**src/rtl/store_write_buffer_pkg.sv**
```systemverilog
// Shared sizing constants and helpers for the posted-store write buffer.
package store_write_buffer_pkg;

    localparam int unsigned SB_DEPTH         = 4;
    localparam int unsigned SB_ADDR_W        = 32;
    localparam int unsigned SB_DATA_W        = 32;
    localparam int unsigned SB_PTR_W         = $clog2(SB_DEPTH);
    localparam int unsigned WORD_OFFSET_BITS = 2;

    function automatic logic is_word_aligned(input logic [WORD_OFFSET_BITS-1:0] offset);
        return offset == '0;
    endfunction

endpackage

```
**src/rtl/store_write_buffer_if.sv**
```systemverilog
// Pipeline-side store/load requests and memory-port signals of the write buffer.
interface store_write_buffer_if #(
    parameter int unsigned ADDR_W = store_write_buffer_pkg::SB_ADDR_W,
    parameter int unsigned DATA_W = store_write_buffer_pkg::SB_DATA_W
);
    logic              st_valid;
    logic [ADDR_W-1:0] st_addr;
    logic [DATA_W-1:0] st_data;
    logic              st_ready;
    logic              st_misalign;
    logic              ld_valid;
    logic [ADDR_W-1:0] ld_addr;
    logic              ld_hit;
    logic [DATA_W-1:0] ld_fwd_data;
    logic              mem_memread;
    logic              mem_memwrite;
    logic [ADDR_W-1:0] mem_address;
    logic [DATA_W-1:0] mem_write_data;
    logic              empty;

    modport master (
        output st_valid, st_addr, st_data, ld_valid, ld_addr,
        input  st_ready, st_misalign, ld_hit, ld_fwd_data,
        input  mem_memread, mem_memwrite, mem_address, mem_write_data, empty
    );

    modport slave (
        input  st_valid, st_addr, st_data, ld_valid, ld_addr,
        output st_ready, st_misalign, ld_hit, ld_fwd_data,
        output mem_memread, mem_memwrite, mem_address, mem_write_data, empty
    );
endinterface

```
**src/rtl/store_write_buffer_fwd_match.sv**
```systemverilog
// Load-to-store forwarding: scans entries oldest to youngest from head so the
// youngest matching word address wins.
module sb_fwd_match #(
    parameter int unsigned DEPTH  = store_write_buffer_pkg::SB_DEPTH,
    parameter int unsigned WORD_W = 30,
    parameter int unsigned DATA_W = store_write_buffer_pkg::SB_DATA_W
) (
    input  logic [$clog2(DEPTH)-1:0]       head,
    input  logic [DEPTH-1:0]               valid,
    input  logic [DEPTH-1:0][WORD_W-1:0]   word,
    input  logic [DEPTH-1:0][DATA_W-1:0]   data,
    input  logic                           ld_valid,
    input  logic [WORD_W-1:0]              ld_word,
    output logic                           hit_c,
    output logic [DATA_W-1:0]              data_c
);
    localparam int unsigned PTR_W = $clog2(DEPTH);

    logic [PTR_W-1:0] idx;

    always_comb begin
        hit_c  = 1'b0;
        data_c = '0;
        idx    = '0;
        for (int unsigned k = 0; k < DEPTH; k++) begin
            idx = head + PTR_W'(k);
            if (ld_valid && valid[idx] && (word[idx] == ld_word)) begin
                hit_c  = 1'b1;
                data_c = data[idx];
            end
        end
    end
endmodule

```
**src/rtl/store_write_buffer.sv**
```systemverilog
// Posted-store FIFO in front of a combinational data memory; drains one store per
// load-free cycle and forwards buffered data to matching loads.
module store_write_buffer
    import store_write_buffer_pkg::*;
#(
    parameter int unsigned DEPTH  = SB_DEPTH,
    parameter int unsigned ADDR_W = SB_ADDR_W,
    parameter int unsigned DATA_W = SB_DATA_W
) (
    input  logic                 clk,
    input  logic                 rst_n,
    store_write_buffer_if.slave  bus
);
    localparam int unsigned PTR_W  = $clog2(DEPTH);
    localparam int unsigned CNT_W  = PTR_W + 1;
    localparam int unsigned WORD_W = ADDR_W - WORD_OFFSET_BITS;

    // Entries keep only the word address; the byte offset is always zero.
    logic [DEPTH-1:0][WORD_W-1:0] word_q, word_d;
    logic [DEPTH-1:0][DATA_W-1:0] data_q, data_d;
    logic [DEPTH-1:0]             valid_q, valid_d;
    logic [PTR_W-1:0]             head_q, head_d;
    logic [PTR_W-1:0]             tail_q, tail_d;
    logic [CNT_W-1:0]             count_q, count_d;
    logic                         misalign_q, misalign_d;

    logic accept_c, push_c, pop_c, empty_c, ready_c;
    logic fwd_hit_c;
    logic [DATA_W-1:0] fwd_data_c;

    always_comb begin
        empty_c  = (count_q == '0);
        ready_c  = (count_q < CNT_W'(DEPTH));
        accept_c = bus.st_valid && ready_c;
        push_c   = accept_c && is_word_aligned(bus.st_addr[WORD_OFFSET_BITS-1:0]);
        pop_c    = !empty_c && !bus.ld_valid;
    end

    always_comb begin
        word_d     = word_q;
        data_d     = data_q;
        valid_d    = valid_q;
        head_d     = head_q;
        tail_d     = tail_q;
        count_d    = count_q;
        misalign_d = accept_c && !push_c;
        if (pop_c) begin
            valid_d[head_q] = 1'b0;
            head_d          = head_q + PTR_W'(1);
        end
        if (push_c) begin
            word_d[tail_q]  = bus.st_addr[ADDR_W-1:WORD_OFFSET_BITS];
            data_d[tail_q]  = bus.st_data;
            valid_d[tail_q] = 1'b1;
            tail_d          = tail_q + PTR_W'(1);
        end
        if (push_c && !pop_c) begin
            count_d = count_q + CNT_W'(1);
        end else if (pop_c && !push_c) begin
            count_d = count_q - CNT_W'(1);
        end
    end

    always_ff @(posedge clk or negedge rst_n) begin
        if (!rst_n) begin
            word_q     <= '0;
            data_q     <= '0;
            valid_q    <= '0;
            head_q     <= '0;
            tail_q     <= '0;
            count_q    <= '0;
            misalign_q <= 1'b0;
        end else begin
            word_q     <= word_d;
            data_q     <= data_d;
            valid_q    <= valid_d;
            head_q     <= head_d;
            tail_q     <= tail_d;
            count_q    <= count_d;
            misalign_q <= misalign_d;
        end
    end

    sb_fwd_match #(
        .DEPTH  (DEPTH),
        .WORD_W (WORD_W),
        .DATA_W (DATA_W)
    ) u_fwd_match (
        .head     (head_q),
        .valid    (valid_q),
        .word     (word_q),
        .data     (data_q),
        .ld_valid (bus.ld_valid),
        .ld_word  (bus.ld_addr[ADDR_W-1:WORD_OFFSET_BITS]),
        .hit_c    (fwd_hit_c),
        .data_c   (fwd_data_c)
    );

    // Memory port: a load always owns the port; otherwise the head drains.
    always_comb begin
        bus.st_ready       = ready_c;
        bus.empty          = empty_c;
        bus.st_misalign    = misalign_q;
        bus.ld_hit         = fwd_hit_c;
        bus.ld_fwd_data    = fwd_data_c;
        bus.mem_memread    = bus.ld_valid;
        bus.mem_memwrite   = pop_c;
        bus.mem_address    = bus.ld_valid ? bus.ld_addr
                                          : {word_q[head_q], WORD_OFFSET_BITS'(0)};
        bus.mem_write_data = pop_c ? data_q[head_q] : '0;
    end
endmodule
```
**src/flat_wrapper.sv**
```systemverilog
// flat-port wrapper written by rule: the top's interface ports become plain ports
module store_write_buffer_flat import store_write_buffer_pkg::*;
#(
    parameter int unsigned DEPTH  = SB_DEPTH,
    parameter int unsigned ADDR_W = SB_ADDR_W,
    parameter int unsigned DATA_W = SB_DATA_W
)
  (clk, rst_n, bus_st_valid, bus_st_addr, bus_st_data, bus_ld_valid, bus_ld_addr, bus_st_ready, bus_st_misalign, bus_ld_hit, bus_ld_fwd_data, bus_mem_memread, bus_mem_memwrite, bus_mem_address, bus_mem_write_data, bus_empty);
  store_write_buffer_if #(.ADDR_W(ADDR_W), .DATA_W(DATA_W)) bus_i ();
  input  logic clk;
  input  logic rst_n;
  input wire logic [$bits(bus_i.st_valid)-1:0] bus_st_valid;
  input wire logic [$bits(bus_i.st_addr)-1:0] bus_st_addr;
  input wire logic [$bits(bus_i.st_data)-1:0] bus_st_data;
  input wire logic [$bits(bus_i.ld_valid)-1:0] bus_ld_valid;
  input wire logic [$bits(bus_i.ld_addr)-1:0] bus_ld_addr;
  output wire logic [$bits(bus_i.st_ready)-1:0] bus_st_ready;
  output wire logic [$bits(bus_i.st_misalign)-1:0] bus_st_misalign;
  output wire logic [$bits(bus_i.ld_hit)-1:0] bus_ld_hit;
  output wire logic [$bits(bus_i.ld_fwd_data)-1:0] bus_ld_fwd_data;
  output wire logic [$bits(bus_i.mem_memread)-1:0] bus_mem_memread;
  output wire logic [$bits(bus_i.mem_memwrite)-1:0] bus_mem_memwrite;
  output wire logic [$bits(bus_i.mem_address)-1:0] bus_mem_address;
  output wire logic [$bits(bus_i.mem_write_data)-1:0] bus_mem_write_data;
  output wire logic [$bits(bus_i.empty)-1:0] bus_empty;
  assign bus_i.st_valid = bus_st_valid;
  assign bus_i.st_addr = bus_st_addr;
  assign bus_i.st_data = bus_st_data;
  assign bus_i.ld_valid = bus_ld_valid;
  assign bus_i.ld_addr = bus_ld_addr;
  assign bus_st_ready = bus_i.st_ready;
  assign bus_st_misalign = bus_i.st_misalign;
  assign bus_ld_hit = bus_i.ld_hit;
  assign bus_ld_fwd_data = bus_i.ld_fwd_data;
  assign bus_mem_memread = bus_i.mem_memread;
  assign bus_mem_memwrite = bus_i.mem_memwrite;
  assign bus_mem_address = bus_i.mem_address;
  assign bus_mem_write_data = bus_i.mem_write_data;
  assign bus_empty = bus_i.empty;
  store_write_buffer #(.DEPTH(DEPTH), .ADDR_W(ADDR_W), .DATA_W(DATA_W)) u_core (.clk(clk), .rst_n(rst_n), .bus(bus_i));
endmodule
```
**config.mk**
```make
export PLATFORM = sky130hd
export DESIGN_NAME = store_write_buffer_flat
export DESIGN_NICKNAME = d
export VERILOG_FILES = /design/src/rtl/store_write_buffer_pkg.sv /design/src/rtl/store_write_buffer_if.sv /design/src/rtl/store_write_buffer_fwd_match.sv /design/src/rtl/store_write_buffer.sv /design/src/flat_wrapper.sv
export SDC_FILE = /design/constraint.sdc
export NUM_CORES = 1
export LEC_CHECK = 0
export CAP_MARGIN = 5
export CORE_MARGIN = 2
export CORE_UTILIZATION = 30
export CTS_BUF_LIST = sky130_fd_sc_hd__clkbuf_16
export DETAILED_ROUTE_END_ITERATION = 12
export PLACE_DENSITY_LB_ADDON = 0.1
export SYNTH_ARGS = -nofsm -noshare
export SYNTH_HDL_FRONTEND = slang
export SYNTH_SLANG_ARGS = --single-unit
```
**constraint.sdc**
```tcl
create_clock -name clk -period 5.82 [get_ports clk]
set_input_delay 1.164 -clock clk [delete_from_list [all_inputs] [get_ports clk]]
set_output_delay 1.164 -clock clk [all_outputs]
set_load 0.05 [all_outputs]
```
# [Word level (Yosys, flattened, before mapping)]
# Index checks and enable logic that the tools add are counted.
[totals] regBits=260 latchBits=0 ram_bits=0 rom_bits=0 input_bits=100 wordCells=105 mem_count=0
[classes] add_sub_neg=6 mul=0 n_div=0 n_lt_le_gt_ge=8 n_eq_ne=4 shift=0 n_mux=48 n_bitwise=3 n_reduce_logical=23
[ops] op="$mux W32" n=11
[ops] op="$bmux W32 S2" n=4
[ops] op="$bmux W30 S2" n=4
[ops] op="$mux W30" n=5
[ops] op="$bwmux W128" n=1
[ops] op="$bwmux W120" n=1
[ops] op="$eq A30 B30 Y1" n=4
[ops] op="$demux W32 S2" n=1
[ops] op="$demux W30 S2" n=1
[ops] op="$logic_and A1 B1 Y1" n=16
[ops] op="$lt A2 B3 Y1 const B" n=5
[ops] op="$mux W1" n=10
[ops] op="$bmux W1 S2" n=4
[ops] op="$mux W4" n=2
[ops] op="$mux W3" n=2
[ops] op="$add A2 B1 Y2 const B" n=2
[ops] op="$add A2 B2 Y2 const B" n=2
[ops] op="$and A4 B4 Y4" n=1
[ops] op="$demux W1 S2" n=2
[ops] op="$ge A2 B1 Y1 const B" n=2
[ops] op="$logic_not A1 Y1" n=4
[ops] op="$not A4 Y4" n=1
[ops] op="$or A4 B4 Y4" n=1
[ops] op="$add A3 B1 Y3 const B" n=1
[ops] op="other kinds (5)" n=5

# [Logic depth before layout (Yosys ltp)]
[depth] depth_word=9 mapped_depth=21 ltp_nobuf=9

# [Cells and area by module]
# A second synthesis with hierarchy kept.
[hier_totals] cells_unflattened=1684 area_unflattened_um2=20161.8
[modules_own_cells] module="store_write_buffer" n_inst=1 cells_each=829 area_each_um2=12106.6 seq_area_each_um2=6506.2
[modules_own_cells] module="sb_fwd_match" n_inst=1 cells_each=855 area_each_um2=8055.2 seq_area_each_um2=0.0

# [Worst setup path before layout]
# OpenSTA, ideal clock, no wires.
[synth_path] kind="register -> output" from="register u_core.head_q[0]" to="output port bus_ld_fwd_data[22]" arrival_time_ns=4.885 required_ns=4.656 slack_ns=-0.229 stages_incl_launch_ff=19 n_path_buf=10 path_cell_list="dfrtp_1 > buf_6 > buf_6 > buf_6 > buf_8 > clkinv_2 > buf_2 > buf_2 > ha_1 > buf_2 > buf_2 > buf_4 > mux4_2 > xor2_1 > a2111oi_2 > o2111ai_1 > o31a_4 > buf_6 > a32oi_1"
[synth_between] elab_cells_between_ends=43
[synth_rtl] element="from (decl)" line="store_write_buffer.sv:22" rtl="logic [PTR_W-1:0] head_q, head_d;"
[synth_rtl] element="from (signal assigned)" line="store_write_buffer.sv:69" rtl="head_q <= '0;"
[synth_rtl] element="from (signal assigned)" line="store_write_buffer.sv:77" rtl="head_q <= head_d;"
[synth_rtl] element="$add A2 B2 Y2 (*)" line="store_write_buffer_fwd_match.sv:26" rtl="idx = head + PTR_W'(k);"
[synth_rtl] element="via u_core.u_fwd_match.idx[0]" line="store_write_buffer_fwd_match.sv:19" rtl="logic [PTR_W-1:0] idx;"
[synth_rtl] element="$bmux W30 S2 or $bmux W1 S2 (tied branches)" line="store_write_buffer_fwd_match.sv:27" rtl="if (ld_valid && valid[idx] && (word[idx] == ld_word)) begin"
[synth_rtl] element="$mux W30 (implied by the code) or $mux W1 (tied branches)" line="store_write_buffer_fwd_match.sv:27"
[synth_rtl] element="$eq A30 B30 Y1 or $logic_and A1 B1 Y1 (tied branches)" line="store_write_buffer_fwd_match.sv:27"
[synth_rtl] element="$logic_and A1 B1 Y1" line="store_write_buffer_fwd_match.sv:27"
[synth_rtl] element="$mux W32 (*)" line="store_write_buffer_fwd_match.sv:27"
[synth_rtl] element="to (decl)" line="flat_wrapper.sv:20" rtl="output wire logic [$bits(bus_i.ld_fwd_data)-1:0] bus_ld_fwd_data;"
# The timed path passes the listed nets; every way through them passes the cells marked *. The select of a mux whose other input is x is not followed.

# [Final worst setup path]
[layout_path] from="register u_core.head_q[1]" to="output port bus_ld_fwd_data[2]"
[layout_between] elab_chain_cells=8 elab_cells_between_ends=43
[layout_lines] element="$add A2 B1 Y2 (tied with other cells)" line="store_write_buffer_fwd_match.sv:26"
[layout_lines] element="$bmux W30 S2 (tied with other cells)" line="store_write_buffer_fwd_match.sv:27"
[layout_lines] element="$mux W30 (implied by the code) (tied with other cells)" line="store_write_buffer_fwd_match.sv:27"
[layout_lines] element="$eq A30 B30 Y1 or $logic_and A1 B1 Y1 (tied branches)" line="store_write_buffer_fwd_match.sv:27"
[layout_lines] element="$logic_and A1 B1 Y1 or $mux W32 (tied branches)" line="store_write_buffer_fwd_match.sv:27"
[layout_lines] element="$mux W32 (2 in series)" line="store_write_buffer_fwd_match.sv:27"
[layout_lines] element="$mux W32 (*)" line="store_write_buffer_fwd_match.sv:27"
# Mark *: on every way between the ends. The rest lies on a longest branch, timed or not. The select of a mux whose other input is x is not followed.

==> results by group <==
Run status
  • Status: finished, final reports clean

Drt
  • Vias after detailed routing: 16,200
  • Wirelength per Cell: 28.2 um
  • DR vias/cell: 5.93
  • DRC Markers: 0
  • Post-route ant nets: 0
  • Final wirelength: 76,900 um
  • Pre-antenna DRT Iters: 5
  • Initial DRC Count: 1,121

Worst setup path
  • Critical path launch point type: flop
  • Worst EP required: 4.66 ns
  • WP data arrival: 4.58 ns
  • Critical path's slowest cell: or4b_4
  • CP max stage delay: 0.61 ns
  • Crit path max fanout: 21
  • Worst Setup End Kind: primary output
  • Cell chain of the critical path: clkinvlp_4 > ha_4 > buf_4 > buf_12 > mux4_2 > xnor2_1 > nand4_1 > nor2_2 > or4b_4 > o31a_4 > a32oi_2 > buf_4 > buf_12
  • WS Path Type: reg2out

Yosys
  • Mapped Area: 20,300 um^2
  • Synth Area per Inst: 12.2 um^2
  • Yosys cell types: 63
  • EDFF count, synth: 0
  • Primary FF master, synth: dfrtp_1
  • Largest family of logic cells by synthesized area: multiplexers
  • FF+latch count, synth: 260
  • Net count after synthesis: 1,776
  • Fraction of synthesized cell area in xor and xnor cells: 0.0440
  • Async SR Flop Fraction: 1.00
  • Sequential element share of the synthesized area: 0.320
  • Simple-Gate Fraction of Synth Area: 0.0810
  • Gate Count Post-Synth: 1,666
  • Mux share of post-synthesis cell area: 0.426
  • Post-Synth Adder-Cell Area: 0.00653
  • Complex-gate fraction of the synthesized area: 0.0751
  • Ys Warns: 0

Clock tree
  • Max H-tree Level: 2
  • Cts bufs inserted: 35
  • Clock Path Buffers: 3
  • Reg clk slew, reported paths: 0.05 ns
  • Clk sink count: 260
  • Root buf cell: clkbuf_16
  • CTS tree: built
  • Worst-Skew Late Latency: 0.57 ns
  • Post-CTS Hold Fix Bufs: 0

Place
  • Placer Congestion: 0.861
  • Dpl hpwl: 49,600 um
  • Cell Area, Placed: 23,900 um^2
  • Dpl cells: 2,663
  • Input/output buffers: 201

Power and ir drop
  • Static leakage: 9.97 nW
  • Peak supply drop: 437 uV
  • PD cells: 594 nW/um^2

Die
  • Die H: 264 um
  • Core area: 67,000 um^2
  • Row count: 95
  • IO Count: 202
  • Die footprint: 69,800 um^2
  • Starting Density: 0.303
  • Die boundary width: 264 um

STA
  • Period minus WS final: 5.74 ns
  • Max frequency: 174 MHz
  • # setup viols final: 0
  • Fin. Hold Viols: 0
  • Sum Neg Setup Slack: 0 ns
  • Worst slew pin tran: 1.06 ns
  • Relative slew slack: 0.294
  • Tcrit/Tclk final: 0.987
  • Max-slew violations: 0
  • RSZ-0062 raised after global routing: true
  • Clock skew: 0.0232 ns

Final layout
  • # fillers: 6,481
  • Final cell count without fillers: 2,733
  • Syn-to-layout area delta: 24.3%
  • Layout cells sized above 1: 0.377
  • Final Core Density: 0.377
  • Post-route cell area: 25,200 um^2
  • NumNets Final: 1,943

GRT
  • Largest net degree at the start of global routing: 111
  • Number of global-route vias before repair: 16,700
  • Total global routing overflow: 0
  • First-pass GRT wire length: 114,000 um
  • Total Routing Usage GR: 0.217
  • Initial antenna violation count: 8

Worst hold path
  • Hold Crit Class: reg2reg

Run
  • Max_cap viols: 0
[metrics by stage]
step                total power, mW  hold WS, ns  setup slack [ns]
finish                         15.0        0.551            0.0775
global route                   15.8        0.592           -0.0247
CTS                            15.0        0.552            0.0175
detailed placement             12.7        0.542           -0.0964
global placement               12.6        0.529            -0.103
floorplan                      10.2        0.494            -0.229
[layout make-up]
type	count	area, um^2	share of cell area
Clock inverter	27	240	0.00952
Multi-Input combinational cell	1210	13000	0.517
Sequential cell	260	6510	0.258
Inverter	17	68.8	0.00273
Tap cell	873	1090	0.0433
Timing Repair Buffer	309	3410	0.135
Clock buffer	35	876	0.0347
Antenna cell	2	5.00	0.000198
[flip-flops by register name (all words and copies together), names as in the netlist]
name / cells
u_core.data_q: 128
u_core.word_q: 120
u_core.valid_q: 4
u_core.count_q: 3
u_core.head_q: 2
u_core.tail_q: 2
u_core.bus.st_misalign: 1
[layer usage]
| layer | GRT usage | share of wire | up-vias |
|---|---|---|---|
| met5 | 0 | 0.0011 | - |
| met4 | 0.0600 | 0.022 | 12 |
| met3 | 0.0387 | 0.058 | 106 |
| met2 | 0.365 | 0.49 | 625 |
| met1 | 0.288 | 0.43 | 8584 |
| li1 | - | - | 6873 |
[logic make-up after synthesis]
kind of cell               after synthesis
buffers and inverters                  198
muxes                                  567
xor gates and xnor gates               102
adders and majority gates               10
DFF                                    260
AOI/OAI and AO/OA                      193
and+or+nand+nor                        336
[report_power, final]
group	switching (mW)	internal, mW	total [mW]
clock	0.887	1.24	2.13
combinational	4.62	4.60	9.22
sequential	1.03	2.60	3.64
[worst max-delay path, delay by kind of cell, from the launching register on]
family	cells	cell delay [ns]
AO/OA/AOI/OAI	2	0.75
XOR/XNOR	1	0.20
adder cells (fa/ha/maj)	1	0.40
buffers and inverters	5	0.88
flip-flops	1	0.44
multiplexers	1	0.33
AND/OR/NAND/NOR	3	1.00
[final timing paths]
path,endpoint,from,cells after the start,slack [ns]
setup / recovery,bus_ld_fwd_data[2],u_core.head_q[1],13,0.08
min in group asynchronous,u_core.word_q[72],rst_n,1,0.57
hold / removal,u_core.count_q[0],u_core.count_q[0],1,0.55
setup reg to reg,u_core.word_q[36],u_core.count_q[2],6,2.97
hold reg to reg,u_core.count_q[0],u_core.count_q[0],1,0.55
max in group asynchronous,u_core.data_q[77],rst_n,2,3.95
[synthesized netlist by cell type, types with 31 or more instances]
library cell	instances	area [um^2]
mux2_2	265	2980
and2_1	35	219
a32oi_1	33	289
o211ai_1	35	263
o32ai_1	32	280
buf_2	31	155
mux4_2	211	4750
xnor2_1	65	569
dfrtp_1	260	6510
nand2_1	141	529
xor2_1	37	324
nor3_1	37	185
mux2i_1	91	911
nand4_1	42	263
clkbuf_1	102	383
nand3_1	36	180
[cell usage in the layout (no fill, tap or decap), types with 32 or more instances in the layout]
master | netlist | layout
xnor2_1 | 65 | 65
nand4_1 | 42 | 42
mux2_2 | 265 | 265
mux2i_1 | 91 | 91
buf_4 | 16 | 88
clkdlybuf4s50_1 | 0 | 166
xor2_1 | 37 | 37
nand2_1 | 141 | 137
mux4_2 | 211 | 211
buf_12 | 0 | 47
nand3_1 | 36 | 36
a32oi_1 | 33 | 32
o211ai_1 | 35 | 35
dfrtp_1 | 260 | 258
clkbuf_16 | 0 | 37
and2_1 | 35 | 34
nor3_1 | 37 | 36
[timing repair]
item,CTS,global route
buffers inserted,2,0
cloned,2,2
gates resized for setup,7,11
endpoints found under the hold margin,0,0
pin swaps,2,1
endpoints found under the setup margin,33,32
Power figures use the tool's default switching activity.
